### config.mk
export PLATFORM = sky130hd
export DESIGN_NAME = watchdog_controller
export DESIGN_NICKNAME = d
export VERILOG_FILES = /design/src/rtl/watchdog_pkg.sv /design/src/rtl/tick_prescaler.sv /design/src/rtl/watchdog_controller.sv
export SDC_FILE = /design/constraint.sdc
export NUM_CORES = 1
export LEC_CHECK = 0
export ABC_AREA = 1
export CAP_MARGIN = 30
export CORE_UTILIZATION = 47
export DETAILED_ROUTE_END_ITERATION = 6
export PLACE_DENSITY = 0.84
export SKIP_CTS_REPAIR_TIMING = 1
export SYNTH_ARGS = -nofsm -noshare
export SYNTH_HDL_FRONTEND = slang
export SYNTH_SLANG_ARGS = --single-unit
### constraint.sdc
create_clock -name clock -period 1.7 [get_ports clock]
set_input_delay 0.34 -clock clock [delete_from_list [all_inputs] [get_ports clock]]
set_output_delay 0.34 -clock clock [all_outputs]
set_load 0.02 [all_outputs]
### src/rtl/watchdog_pkg.sv
// Shared definitions for the watchdog controller: FSM state encoding and
// the register values restored on reset.
package watchdog_pkg;

    typedef enum logic [1:0] {
        DISABLED = 2'd0,
        RUNNING  = 2'd1,
        WARNING  = 2'd2,
        EXPIRED  = 2'd3
    } state_t;

    localparam int DEFAULT_PRESCALE = 0;

    // Reset period is half the counter range, so an unconfigured watchdog
    // still times out eventually.
    function automatic logic [31:0] DEFAULT_PERIOD(input int size);
        return 32'd1 << (size - 1);
    endfunction

endpackage

### src/rtl/tick_prescaler.sv
// Free-running divider that emits a one-cycle tick every prescale+1 clocks.
// While clear is high the divider is held at zero.
module tick_prescaler #(
    parameter int PRESCALE_SIZE = 4
) (
    input  logic                     clock,
    input  logic                     reset,
    input  logic                     clear,
    input  logic [PRESCALE_SIZE-1:0] prescale,
    output logic                     tick
);

    logic [PRESCALE_SIZE-1:0] divider;

    assign tick = (divider == prescale);

    always_ff @(posedge clock or posedge reset) begin
        if (reset) begin
            divider <= '0;
        end else if (clear || tick) begin
            divider <= '0;
        end else begin
            divider <= divider + PRESCALE_SIZE'(1);
        end
    end

endmodule

### src/rtl/watchdog_controller.sv
// Two-stage watchdog: a first timeout raises an interrupt, a second
// unserviced timeout latches a system reset request until reset.
module watchdog_controller
    import watchdog_pkg::*;
#(
    parameter int COUNTER_SIZE  = 16,
    parameter int PRESCALE_SIZE = 4
) (
    input  logic                     clock,
    input  logic                     reset,
    input  logic                     enable,
    input  logic                     config_write,
    input  logic [COUNTER_SIZE-1:0]  config_period,
    input  logic [PRESCALE_SIZE-1:0] config_prescale,
    input  logic                     kick,
    input  logic                     interruption_ack,
    output logic                     interruption,
    output logic                     system_reset_request,
    output logic [COUNTER_SIZE-1:0]  count,
    output logic [1:0]               state
);

    state_t                   fsm_state;
    logic [COUNTER_SIZE-1:0]  period;
    logic [PRESCALE_SIZE-1:0] prescale;
    logic                     armed;
    logic                     clear;
    logic                     tick;
    logic                     timeout;

    assign armed   = (fsm_state == RUNNING) || (fsm_state == WARNING);
    // Divider restarts whenever the watchdog is idle, disarmed, or serviced,
    // so every interval begins on a clean prescale boundary.
    assign clear   = !armed || !enable || kick;
    assign timeout = tick && (count == period);
    assign state   = fsm_state;

    tick_prescaler #(
        .PRESCALE_SIZE(PRESCALE_SIZE)
    ) u_prescaler (
        .clock   (clock),
        .reset   (reset),
        .clear   (clear),
        .prescale(prescale),
        .tick    (tick)
    );

    always_ff @(posedge clock or posedge reset) begin
        if (reset) begin
            fsm_state            <= DISABLED;
            count                <= '0;
            interruption         <= 1'b0;
            system_reset_request <= 1'b0;
            period               <= COUNTER_SIZE'(DEFAULT_PERIOD(COUNTER_SIZE));
            prescale             <= PRESCALE_SIZE'(DEFAULT_PRESCALE);
        end else begin
            case (fsm_state)
                DISABLED: begin
                    count <= '0;
                    if (config_write) begin
                        period   <= config_period;
                        prescale <= config_prescale;
                    end
                    if (enable) begin
                        fsm_state <= RUNNING;
                    end
                end
                RUNNING, WARNING: begin
                    if (!enable) begin
                        fsm_state    <= DISABLED;
                        count        <= '0;
                        interruption <= 1'b0;
                    end else if (kick) begin
                        fsm_state    <= RUNNING;
                        count        <= '0;
                        interruption <= 1'b0;
                    end else begin
                        if (interruption_ack) begin
                            interruption <= 1'b0;
                        end
                        if (timeout) begin
                            count <= '0;
                            if (fsm_state == RUNNING) begin
                                fsm_state    <= WARNING;
                                interruption <= 1'b1;
                            end else begin
                                // Escalation keeps the interrupt at its current level.
                                fsm_state            <= EXPIRED;
                                system_reset_request <= 1'b1;
                                interruption         <= interruption;
                            end
                        end else if (tick) begin
                            count <= count + COUNTER_SIZE'(1);
                        end
                    end
                end
                EXPIRED: begin
                    fsm_state <= EXPIRED;
                end
                default: begin
                    fsm_state <= DISABLED;
                end
            endcase
        end
    end

endmodule

# --- Yosys cells after proc, flatten, opt, wreduce, memory -nomap -nowiden ---
# Index checks and enable logic that the tools add are counted.
word_totals:
  output_inout_bits: 20
  ff_bits: 44
  inputBits: 26
  word_cells: 53
classes:
  n_mux: 17
  eq_ne: 10
  n_reduce_logical: 15
  n_bitwise: 2
  add_sub_neg: 2
ops:
  columns: ["op", "count"]
  rows:
  - ["16-bit two-way mux", 4]
  - ["16-bit one-hot mux with 2 select lines", 1]
  - ["16-bit by 1-bit adder with 16-bit output, second input constant", 1]
  - ["16-bit == test", 1]
  - ["2-bit two-way mux", 4]
  - ["1-bit two-way mux", 6]
  - ["2-bit one-hot mux with 3 select lines", 1]
  - ["2-bit AND reduction", 3]
  - ["5-bit inequality test, second input constant", 1]
  - ["5-bit AND reduction", 1]
  - ["4-bit by 1-bit adder with 4-bit output, second input constant", 1]
  - ["2-bit == test, second input constant", 2]
  - ["4-bit == test", 1]
  - ["1-bit logical OR", 4]
  - ["4-bit two-way mux", 1]
  - ["4-bit by 1-bit inequality test with 1-bit output, second input constant", 1]
  - ["4-bit by 3-bit inequality test with 1-bit output, second input constant", 1]
  - ["4-bit inequality test, second input constant", 1]
  - ["3-bit AND reduction", 1]
  - ["2-bit by 1-bit == test with 1-bit output, second input constant", 1]
  - ["1-bit zero test", 2]
  - ["2-bit zero test", 1]
  - ["2-bit inequality test, second input constant", 1]
  - ["1-bit inverter", 2]
  - ["3 further kinds", 3]

# --- Longest topological paths before layout ---
# Gate-level depths: netlist (run 1).
depth:
  ltp_word: 7
  depth_mapped: 12
  depth_no_buf: 12

# --- Modules after synthesis ---
# A second synthesis (run 1) with hierarchy kept.
unflattened:
  hier_cells: 323
  area_unflattened_um2: 2446.1
by_module_without_submodules:
  columns: ["module", "n_inst", "area_per_inst_um2", "cells_per_inst", "seq_area_each_um2"]
  rows:
  - ["watchdog_controller", 1, 2188.3, 283, 1002.2]
  - ["tick_prescaler", 1, 257.7, 40, 100.1]

# --- Worst setup path before layout (run 1) ---
# No wires, ideal clock.
synth_path:
  path_type: "register to register"
  startpoint: "register fsm_state[0], in the netlist state[0]"
  endpoint: "register count[2]"
  n_path_buf: 0
  stages_incl_launch_ff: 11
  slack_ps: -73
  setup_ps: 119
  arrival_time_ps: 1655
  cell_sequence: "dfrtp_1 -> inv_1 -> ha_1 -> nand2_1 -> nor2_4 -> nand2_4 -> nand2_8 -> inv_8 -> nand2_2 -> xor2_1 -> nor2_2"
synth_via:
  elab_chain_cells: 4
synth_lines:
  columns: ["element", "line", "source"]
  rows:
  - ["from (decl)", "watchdog_controller.sv:23", "state_t fsm_state;"]
  - ["from (signal assigned)", "watchdog_controller.sv:50", "fsm_state <= DISABLED;"]
  - ["from (signal assigned)", "watchdog_controller.sv:65", "fsm_state <= RUNNING;"]
  - ["from (signal assigned)", "watchdog_controller.sv:70", "fsm_state <= DISABLED;"]
  - ["2-bit by 1-bit == test with 1-bit output / 2-bit == test (equally long branches)", "watchdog_controller.sv:57", "case (fsm_state)"]
  - ["2-bit OR reduction", "watchdog_controller.sv:57", null]
  - ["5-bit inequality test (no source line) / 2-bit nonzero test (equally long branches)", null, null]
  - ["2-bit AND reduction (no source line)", null, null]
  - ["to (signal assigned)", "watchdog_controller.sv:93", "count <= count + COUNTER_SIZE'(1);"]
  - ["to (decl)", "watchdog_controller.sv:19", "output logic [COUNTER_SIZE-1:0] count,"]
# Several ways; a longest one is shown, not always the timed one.
# A chain may end at the register's enable or synchronous reset.

# --- Worst setup path after layout (run 1) ---
layout_path:
  startpoint: "register fsm_state[1], in the netlist state[1]"
  endpoint: "register count[9]"
# Same word-level chain as after synthesis.

==> out/metrics.csv, run 1 <==
metric,value,unit
status,"complete, no violations",
die height,73.7,um
PortBufs,45,
Worst Slack Setup Final,5.22,ps
Crit Path Category,reg2reg,
Max Clk Rate,0.590,GHz
DRT Pass-1 Iters,5,
Top delay family on crit path,simple AND/OR/NAND/NOR gates,
Final Util,0.716,
Clock Path Buffers,2,
Synth-to-Final Area Change,43.7,%
worst r2r dst,count[9],
Die Area,5430,um^2
cts bufs inserted,5,
total power,4.69,mW
latest clock arrival within the worst-skew pair,300,ps
Critical R2R Launch,state[1],
Critical path origin,state[1],
slew at the pin closest to its max-slew limit,288,ps
Rows,25,
WP depth,10,
Clk pwr share,0.172,
CTS tree,yes,
vias in the first global route,2110,
Final Hold Vio Count,0,
Worst VDD drop,0.673,mV
sequential share of power,0.338,
syn_nets,309,
Critical Path AT,1890,ps
DP Cell Count,409,
crit-path max cell delay,430,ps
ANT nets after route,0,
PD cells,1350,nW/um^2
CP max FO,10,
Root Buffer,clkbuf_8,
overall routing resource usage,0.223,
Startpoint Class,flip-flop,
core area,4850,um^2
Compound-Gate Fraction of Synth Area,0.0466,
most common cell in the netlist,nand2_1,
clk_skew,5.93,ps
grt total ovfl,0,
Comb pwr share,0.489,
Pins Over Slew Limit,0,
sequence of cells on the critical path,"inv_2, ha_4, nand2_2, nor2_4, nand2_4, nand2_8, inv_8, nand2_2, xor2_2, nor2_2",
Slew headroom,0.807,
Inserted Diodes,0,
slowest CP cell,dfrtp_2,
Post-Synth Adder-Cell Area,0.0259,
Syn Area/Cell,8.69,um^2
H-tree levels,2,
"FF+latch count, synth",44,
P_leak,1.83,nW
Most common cell on crit path,nand2_2,
Yosys warnings,0,
Via density,5.14,
DRC viols,0,
worst hold slack,370,ps
Simple-Gate Fraction of Synth Area,0.277,
first-pass GRT wire length,9.10,mm
switching part of the total,0.413,
worst path bufs/invs,2,
initial antenna violation count,0,
Max-Cap Viols,0,
"FFs w/ async S/R, synth",1.00,
largest net degree at the start of global routing,45,
layout cell share with drive strength beyond 1,0.288,
post-synth cell types,34,
Sw Pwr,1.94,mW
die width,73.7,um
pre-CTS setup slack,-43.2,ps
cell count of the worst reg-to-reg path,10,
I/O Pins,46,
RSZ-0062 raised after global routing,yes,
Initial Util,0.498,
Hold WC Path Type,in2async,
largest cells by area after synthesis,"dfrtp_1, nand2_1, mux2_2, nor2_1, xnor2_1",
mux share of post-synthesis cell area,0.0606,
Post-synth top cells,"nand2_1, dfrtp_1, nor2_1",
"CTS clk-pin slew, worst paths",90,ps
fin cells,421,
Internal Power,2.75,mW
clk sink count,44,
Setup crit end,count[9],
Synth Flop Type,dfrtp_1,
"Seq/Total Area, Yosys",0.456,
final wirelength,6.31,mm
top cell type's share of synthesized area,0.445,
detailed-route via count,2163,
fin nets,384,
Initial DRC Count,100,
routed length per instance,15.0,um
"Setup violations, final",0,
largest family of logic cells by synthesized area,simple AND/OR/NAND/NOR gates,
fin crit period,1690,ps
gpl congestion,0.831,
Post-Syn Instances,278,
xor and xnor area share after synthesis,0.0689,
final period utilization,0.997,
"area leader, netlist",dfrtp_1,
CP Capture Type,flip-flop,
dpl hpwl,4.08,mm
mapped cell area,2420,um^2
"EDFF count, synth",0,
worst endpoint required time,1900,ps
reg-to-reg setup timing slack,5,ps
## sequential cells by signal, summed over array words and instances, names as in the netlist
| register | cells |
|---|---|
| count | 16 |
| period | 16 |
| prescale | 4 |
| u_prescaler.divider | 4 |
| state | 2 |
| interruption | 1 |
| system_reset_request | 1 |
## power by group through the flow
stage	logic [mW]	registers (mW)	clock network, mW
finish	2.29	1.59	0.809
global route	2.49	1.61	0.850
CTS	2.02	1.56	0.815
detailed placement	2.00	1.58	0
global placement	1.93	1.56	0
floorplan	1.41	1.58	0
## cells by family after synthesis
family,Yosys count
AOI/OAI and AO/OA,19
muxes,13
adders and majority gates,5
xor gates and xnor gates,19
buffers and inverters,39
DFF,44
and+or+nand+nor,139
## layer usage
metal / share of wire / GRT usage / routed length, um / up-vias
li1: - / - / - / 1027
met1: 0.39 / 0.271 / 2470 / 1043
met2: 0.52 / 0.386 / 3310 / 69
met3: 0.046 / 0.0425 / 290 / 24
met4: 0.037 / 0.0962 / 235 / 0
met5: 0 / 0 / 0 / -
## worst min-delay path, cell delays in order
cell and delay (ps):
clkdlybuf4s50_1 400, clkinv_1 70, buf_12 240
## cells in the final DEF, fill, tap and decap left out, types with 2 or more instances in the layout
cell,n
buf_6,2
mux2_2,13
xor2_1,3
nor2_1,30
o21ai_0,2
buf_4,20
nor2_2,10
nand4_2,2
nand2_1,59
inv_2,6
xnor2_1,14
o21ai_1,2
nor3_2,2
inv_1,28
dlymetal6s2s_1,16
a21oi_1,9
nand3_1,7
nand2_4,4
dfrtp_2,4
dfrtp_1,39
clkdlybuf4s50_1,29
nor2_4,4
o211ai_1,2
ha_1,3
clkbuf_8,5
nand2_8,2
buf_12,2
nand4_1,5
nand3_2,5
nand2_2,7
## worst min-delay path by stage
stage                           start                      to  slack [ps]
2_1_floorplan  u_prescaler.divider[0]  u_prescaler.divider[0]         470
3_3_place_gp             interruption            interruption         460
3_5_place_dp             interruption            interruption         470
4_1_cts                         reset             prescale[2]         380
5_1_grt                         reset               period[1]         420
6_report                        reset               period[1]         370
## through the flow
| step | cell area (um^2) | TNS [ps] |
|---|---|---|
| finish | 3470 | 0 |
| global route | 3470 | -396 |
| CTS | 3250 | -888 |
| detailed placement | 3140 | -101 |
| global placement | 3140 | -9.76 |
| floorplan | 2430 | 0 |
## area by class of cell
class | instances | area [um^2]
fill | 326 | 1380
multi-input combinational | 195 | 1300
sequential | 44 | 1110
timing repair buffer | 69 | 703
inverter | 37 | 159
tap | 67 | 83.8
clock buffer | 5 | 68.8
clock inverter | 3 | 42.5
timing repair inverter | 1 | 8.76
(Power assumes the default switching activity.)
==> run 2, diff against run 1 <==
Settings changed: CORE_UTILIZATION 47 to 51, PLACE_DENSITY 0.84 to 0.87.
Clock period 1.7 ns to 1.61 ns, I/O delays scaled along.
==> run 2 against run 1 <==
Against the previous run: sequential share of layout area is 1.6 points lower; clock power is 2.8% lower; critical path depth is 2 lower; power is 17% higher; cell count stayed put; routed wire length is 10% higher; hold slack better by 8.0 ps; the flow now finishes with violations (setup timing); final area is 5.4% higher; setup slack worse by 98 ps.
==> out/metrics.csv, run 2 (synthesis gave the netlist of run 1 again) <==
metric,value,unit,change
Max-Cap Viols,0,,unchanged
DRT Pass-1 Iters,6,,+1
Initial DRC Count,159,,+59%
detailed-route via count,2321,,+7.3%
largest net degree at the start of global routing,45,,unchanged
die height,70.8,um,-3.9%
placed instance area,3170,um^2,+1.0%
Die Area,5020,um^2,-7.6%
first-pass GRT wire length,9.65,mm,+6.0%
DRC viols,0,,unchanged
vias in the first global route,2175,,+3.1%
most frequent cells in the layout,"nand2_1, dfrtp_1, buf_4",,
die width,70.8,um,-3.9%
overall routing resource usage,0.249,,+0.0253
RSZ-0062 raised after global routing,yes,,
P_leak,1.94,nW,+6.0%
CP max FO,7,,-3
slew at the pin closest to its max-slew limit,346,ps,+57.9 ps
PD cells,1500,nW/um^2,+11%
final wirelength,6.97,mm,+10%
PortBufs,45,,unchanged
Hold WC Path Type,in2async,,
gpl congestion,0.860,,+3.5%
Initial Util,0.544,,+0.0453
clk sink count,44,,unchanged
Top delay family on crit path,simple AND/OR/NAND/NOR gates,,
cell count of the worst reg-to-reg path,8,,-2
total negative slack,-1290,ps,-1290 ps
latest clock arrival within the worst-skew pair,310,ps,about the same
Worst Slack Setup Final,-92.5,ps,-97.8 ps
Worst VDD drop,1.08,mV,+61%
clk_skew,8.42,ps,+2.49 ps
status,"complete, but fails checks",,
core area,4440,um^2,-8.3%
Slew headroom,0.767,,-0.0408
Crit Path Category,reg2reg,,
slowest CP cell,dfstp_2,,
I/O Pins,46,,unchanged
Inserted Diodes,0,,unchanged
worst path bufs/invs,1,,-1
fin crit period,1700,ps,+7.76 ps
"commonest non-fill, non-tap cell in the layout",nand2_1,,
Max Clk Rate,0.587,GHz,-0.46%
Clock Path Buffers,2,,unchanged
CP Capture Type,flip-flop,,
initial antenna violation count,0,,unchanged
grt total ovfl,0,,unchanged
fin nets,399,,+3.9%
ANT nets after route,0,,unchanged
Rows,24,,-4.0%
H-tree levels,2,,unchanged
CTS tree,yes,,
total power,5.48,mW,+17%
final period utilization,1.06,,+0.0606
worst endpoint required time,1810,ps,-90 ps
Final Hold Vio Count,0,,unchanged
sequence of cells on the critical path,"xnor2_1, nand4_1, nor2_2, nand2_2, nand2_4, nand2_8, inv_8, nor2_1",,
failing checks,setup timing,,
biggest regs,"count (16), period (16)",,
Synth-to-Final Area Change,51.5,%,
worst hold slack,378,ps,+8.03 ps
layout cell share with drive strength beyond 1,0.355,,+0.0669
Root Buffer,clkbuf_8,,
"CTS clk-pin slew, worst paths",80,ps,about the same
Via density,5.51,,+7.3%
dpl hpwl,4.08,mm,-0.13%
WP depth,8,,-2
Pins Over Slew Limit,0,,unchanged
Final Util,0.823,,+0.108
Startpoint Class,flip-flop,,
cts bufs inserted,5,,unchanged
routed length per instance,16.5,um,+10%
crit-path max cell delay,550,ps,+120 ps
Critical Path AT,1900,ps,about the same
fin area,3660,um^2,+5.4%
"Setup violations, final",17,,+17
run 2: per-layer routing:
metal,wire length (um),part of all wire,global-route usage,up-vias
met5,0,0,0,-
met4,163,0.023,0.104,0
met3,465,0.067,0.0584,19
met2,3630,0.52,0.432,97
met1,2710,0.39,0.297,1150
li1,-,-,-,1055
run 2: final timing paths:
check	start	end	slack, ps
worst min register to register	interruption	interruption	470
max in group asynchronous	reset	period[15]	960
worst max-delay path	period[15]	count[3]	-90
min in group clock	interruption	interruption	470
worst min-delay path	reset	system_reset_request	380
worst max register to register	period[15]	count[3]	-90
run 2: per-stage QoR:
| step | setup slack (ps) | instances |
|---|---|---|
| 5_1_grt | -175 | 421 |
| 3_5_place_dp | -149 | 399 |
| 2_1_floorplan | -32.2 | 278 |
| 3_3_place_gp | -90.6 | 399 |
| 6_report | -92.5 | 421 |
| 4_1_cts | -188 | 407 |
run 2: area by class of cell:
cell class / count / area (um^2)
Clock buffer: 8 / 100
Tap cell: 52 / 65.1
Inverter: 37 / 164
Timing Repair Buffer: 83 / 838
Timing Repair inverter: 2 / 20.0
Multi-Input combinational cell: 195 / 1360
Fill cell: 258 / 785
Sequential cell: 44 / 1110
run 2: power breakdown:
| part | leakage (nW) | internal (mW) | switching [mW] |
|---|---|---|---|
| Clock | 0.0515 | 0.392 | 0.394 |
| Combinational | 1.34 | 1.34 | 1.68 |
| Sequential | 0.552 | 1.43 | 0.243 |
run 2: worst min-delay path: stages:
cell and delay [ps]:
clkdlybuf4s50_1 400, inv_1 90, buf_12 250
==> run 3, diff against run 2 <==
Settings changed: ABC_CLOCK_PERIOD_IN_PS set to 1610, CORE_UTILIZATION 51 to 52, PLACE_DENSITY 0.87 to 0.88.
==> run 3 against run 2 <==
Against the previous run: critical path type unchanged; global-route usage down 0.87 points; cell count down 0.95%; clock-buffer cell count down 3; critical path depth up 2; the run still ends with setup timing left; sequential share of layout area up 0.81 points; clock skew up 8.0 ps; routed wire length down 7.6%.
==> out/metrics.csv, run 3 (synthesis gave the netlist of run 1 again) <==
metric,value,unit,change
"commonest non-fill, non-tap cell in the layout",nand2_1,,
fin crit period,1690,ps,-9.15 ps
switching part of the total,0.406,,-0.0170
Clock Path Buffers,2,,unchanged
biggest regs,"count (16), period (16)",,
PortBufs,45,,unchanged
core area,4410,um^2,-0.68%
latest clock arrival within the worst-skew pair,310,ps,about the same
slew at the pin closest to its max-slew limit,250,ps,-96.8 ps
Critical R2R Launch,count[1],,
Max Clk Rate,0.591,GHz,+0.54%
Critical Path AT,1900,ps,about the same
DP Cell Count,397,,-0.50%
P_leak,1.95,nW,+0.11%
Hold WC Path Type,in2async,,
vias in the first global route,2025,,-6.9%
"Setup violations, final",16,,-1
Via density,5.37,,-2.7%
met1 wire length,2.47,mm,-8.9%
die width,70.2,um,-0.94%
routed length per instance,15.4,um,-6.7%
first-pass GRT wire length,9.09,mm,-5.8%
layout cell share with drive strength beyond 1,0.321,,-0.0345
Clk pwr share,0.165,,+0.022
Pins Over Slew Limit,0,,unchanged
final wirelength,6.44,mm,-7.6%
CTS tree,yes,,
Final Hold Vio Count,0,,unchanged
DRT Pass-1 Iters,5,,-1
worst hold slack,361,ps,-17.7 ps
Top Layer Used,met4,,
Startpoint Class,flip-flop,,
Inserted Diodes,0,,unchanged
met2 wire len,3.48,mm,-4.2%
die height,70.2,um,-0.94%
Slew headroom,0.832,,+0.0658
status,"complete, but fails checks",,
grt total ovfl,0,,unchanged
Die Area,4920,um^2,-1.9%
Worst VDD drop,0.860,mV,-21%
H-tree levels,2,,unchanged
Crit Path Category,reg2reg,,
gpl congestion,0.914,,+6.2%
clk_skew,16.4,ps,+7.96 ps
sequential share of power,0.308,,+0.003
pre-CTS setup slack,-138,ps,+11.0 ps
DRC viols,0,,unchanged
Internal Power,3.18,mW,+0.51%
dpl hpwl,4.10,mm,+0.39%
worst endpoint required time,1820,ps,about the same
overall routing resource usage,0.240,,-0.00870
ANT nets after route,0,,unchanged
reg-to-reg setup timing slack,-80,ps,about the same
most frequent cells in the layout,"nand2_1, dfrtp_1, nor2_1, buf_4, inv_1",,
largest net degree at the start of global routing,45,,unchanged
total power,5.35,mW,-2.4%
"CTS clk-pin slew, worst paths",100,ps,+20 ps
cts bufs inserted,5,,unchanged
Initial DRC Count,150,,-5.7%
RSZ-0062 raised after global routing,yes,,
CP Capture Type,flip-flop,,
Worst Slack Setup Final,-83.4,ps,+9.15 ps
worst r2r dst,count[14],,
Met3 Routed Length,297,um,-36%
detailed-route via count,2238,,-3.6%
failing checks,setup timing,,
CP max FO,5,,-2
I/O Pins,46,,unchanged
Rows,24,,unchanged
Max-Cap Viols,0,,unchanged
final period utilization,1.05,,-0.00568
fin cells,417,,-0.95%
initial antenna violation count,0,,unchanged
Synth-to-Final Area Change,47.7,%,
Sw Pwr,2.17,mW,-6.3%
Comb pwr share,0.527,,-0.025
PD cells,1500,nW/um^2,+0.13%
Root Buffer,clkbuf_8,,
Initial Util,0.547,,+0.00370
clk sink count,44,,unchanged
fin nets,395,,-1.0%
cell count of the worst reg-to-reg path,10,,+2
[run 3: worst max-delay path by stage]
stage / start / end / slack, ps / cells past startpoint
detailed placement: enable / count[2] / -140 / 9
global route: count[1] / count[14] / -200 / 10
CTS: count[2] / count[2] / -240 / 2
global placement: enable / count[9] / -90 / 9
floorplan: state[0] / count[2] / -30 / 10
finish: count[1] / count[14] / -80 / 10
[run 3: area by class of cell]
cell class | instances | area, um^2
multi-input cells | 195 | 1310
flip-flops and latches | 44 | 1110
fillers | 248 | 846
repair buffers | 80 | 802
inverters | 37 | 159
clock buffers | 5 | 68.8
well taps | 52 | 65.1
clock inverters | 3 | 47.5
repair inverters | 1 | 8.76
[run 3: power by group through the flow]
stage / logic [mW] / registers (mW) / clock network [mW]
floorplan: 1.53 / 1.67 / 0
global placement: 2.03 / 1.64 / 0
detailed placement: 2.10 / 1.67 / 0
CTS: 2.12 / 1.65 / 0.888
global route: 3.02 / 1.67 / 0.927
finish: 2.82 / 1.65 / 0.884
[run 3: per-layer routing]
| layer | track usage | vias up |
|---|---|---|
| li1 | - | 1048 |
| met1 | 0.294 | 1080 |
| met2 | 0.419 | 86 |
| met3 | 0.0476 | 24 |
| met4 | 0.0867 | 0 |
| met5 | 0 | - |
[run 3: stage by stage]
stage	util	area [um^2]	setup TNS (ps)
after floorplan	-	2440	-64.1
after global placement	0.715	3160	-666
after detailed placement	0.715	3160	-1360
after CTS	0.741	3270	-3760
after global routing	0.808	3570	-1670
final	0.808	3570	-523
[run 3: critical path, stage by stage (launching register included)]
cell and delay (ps):
dfrtp_2 420, ha_1 200, nand3_1 120, nor2_2 110, inv_2 70, nor3_2 140
nand3_1 190, nor2_2 160, nand3_1 90, nand2_1 70, nor2_1 30
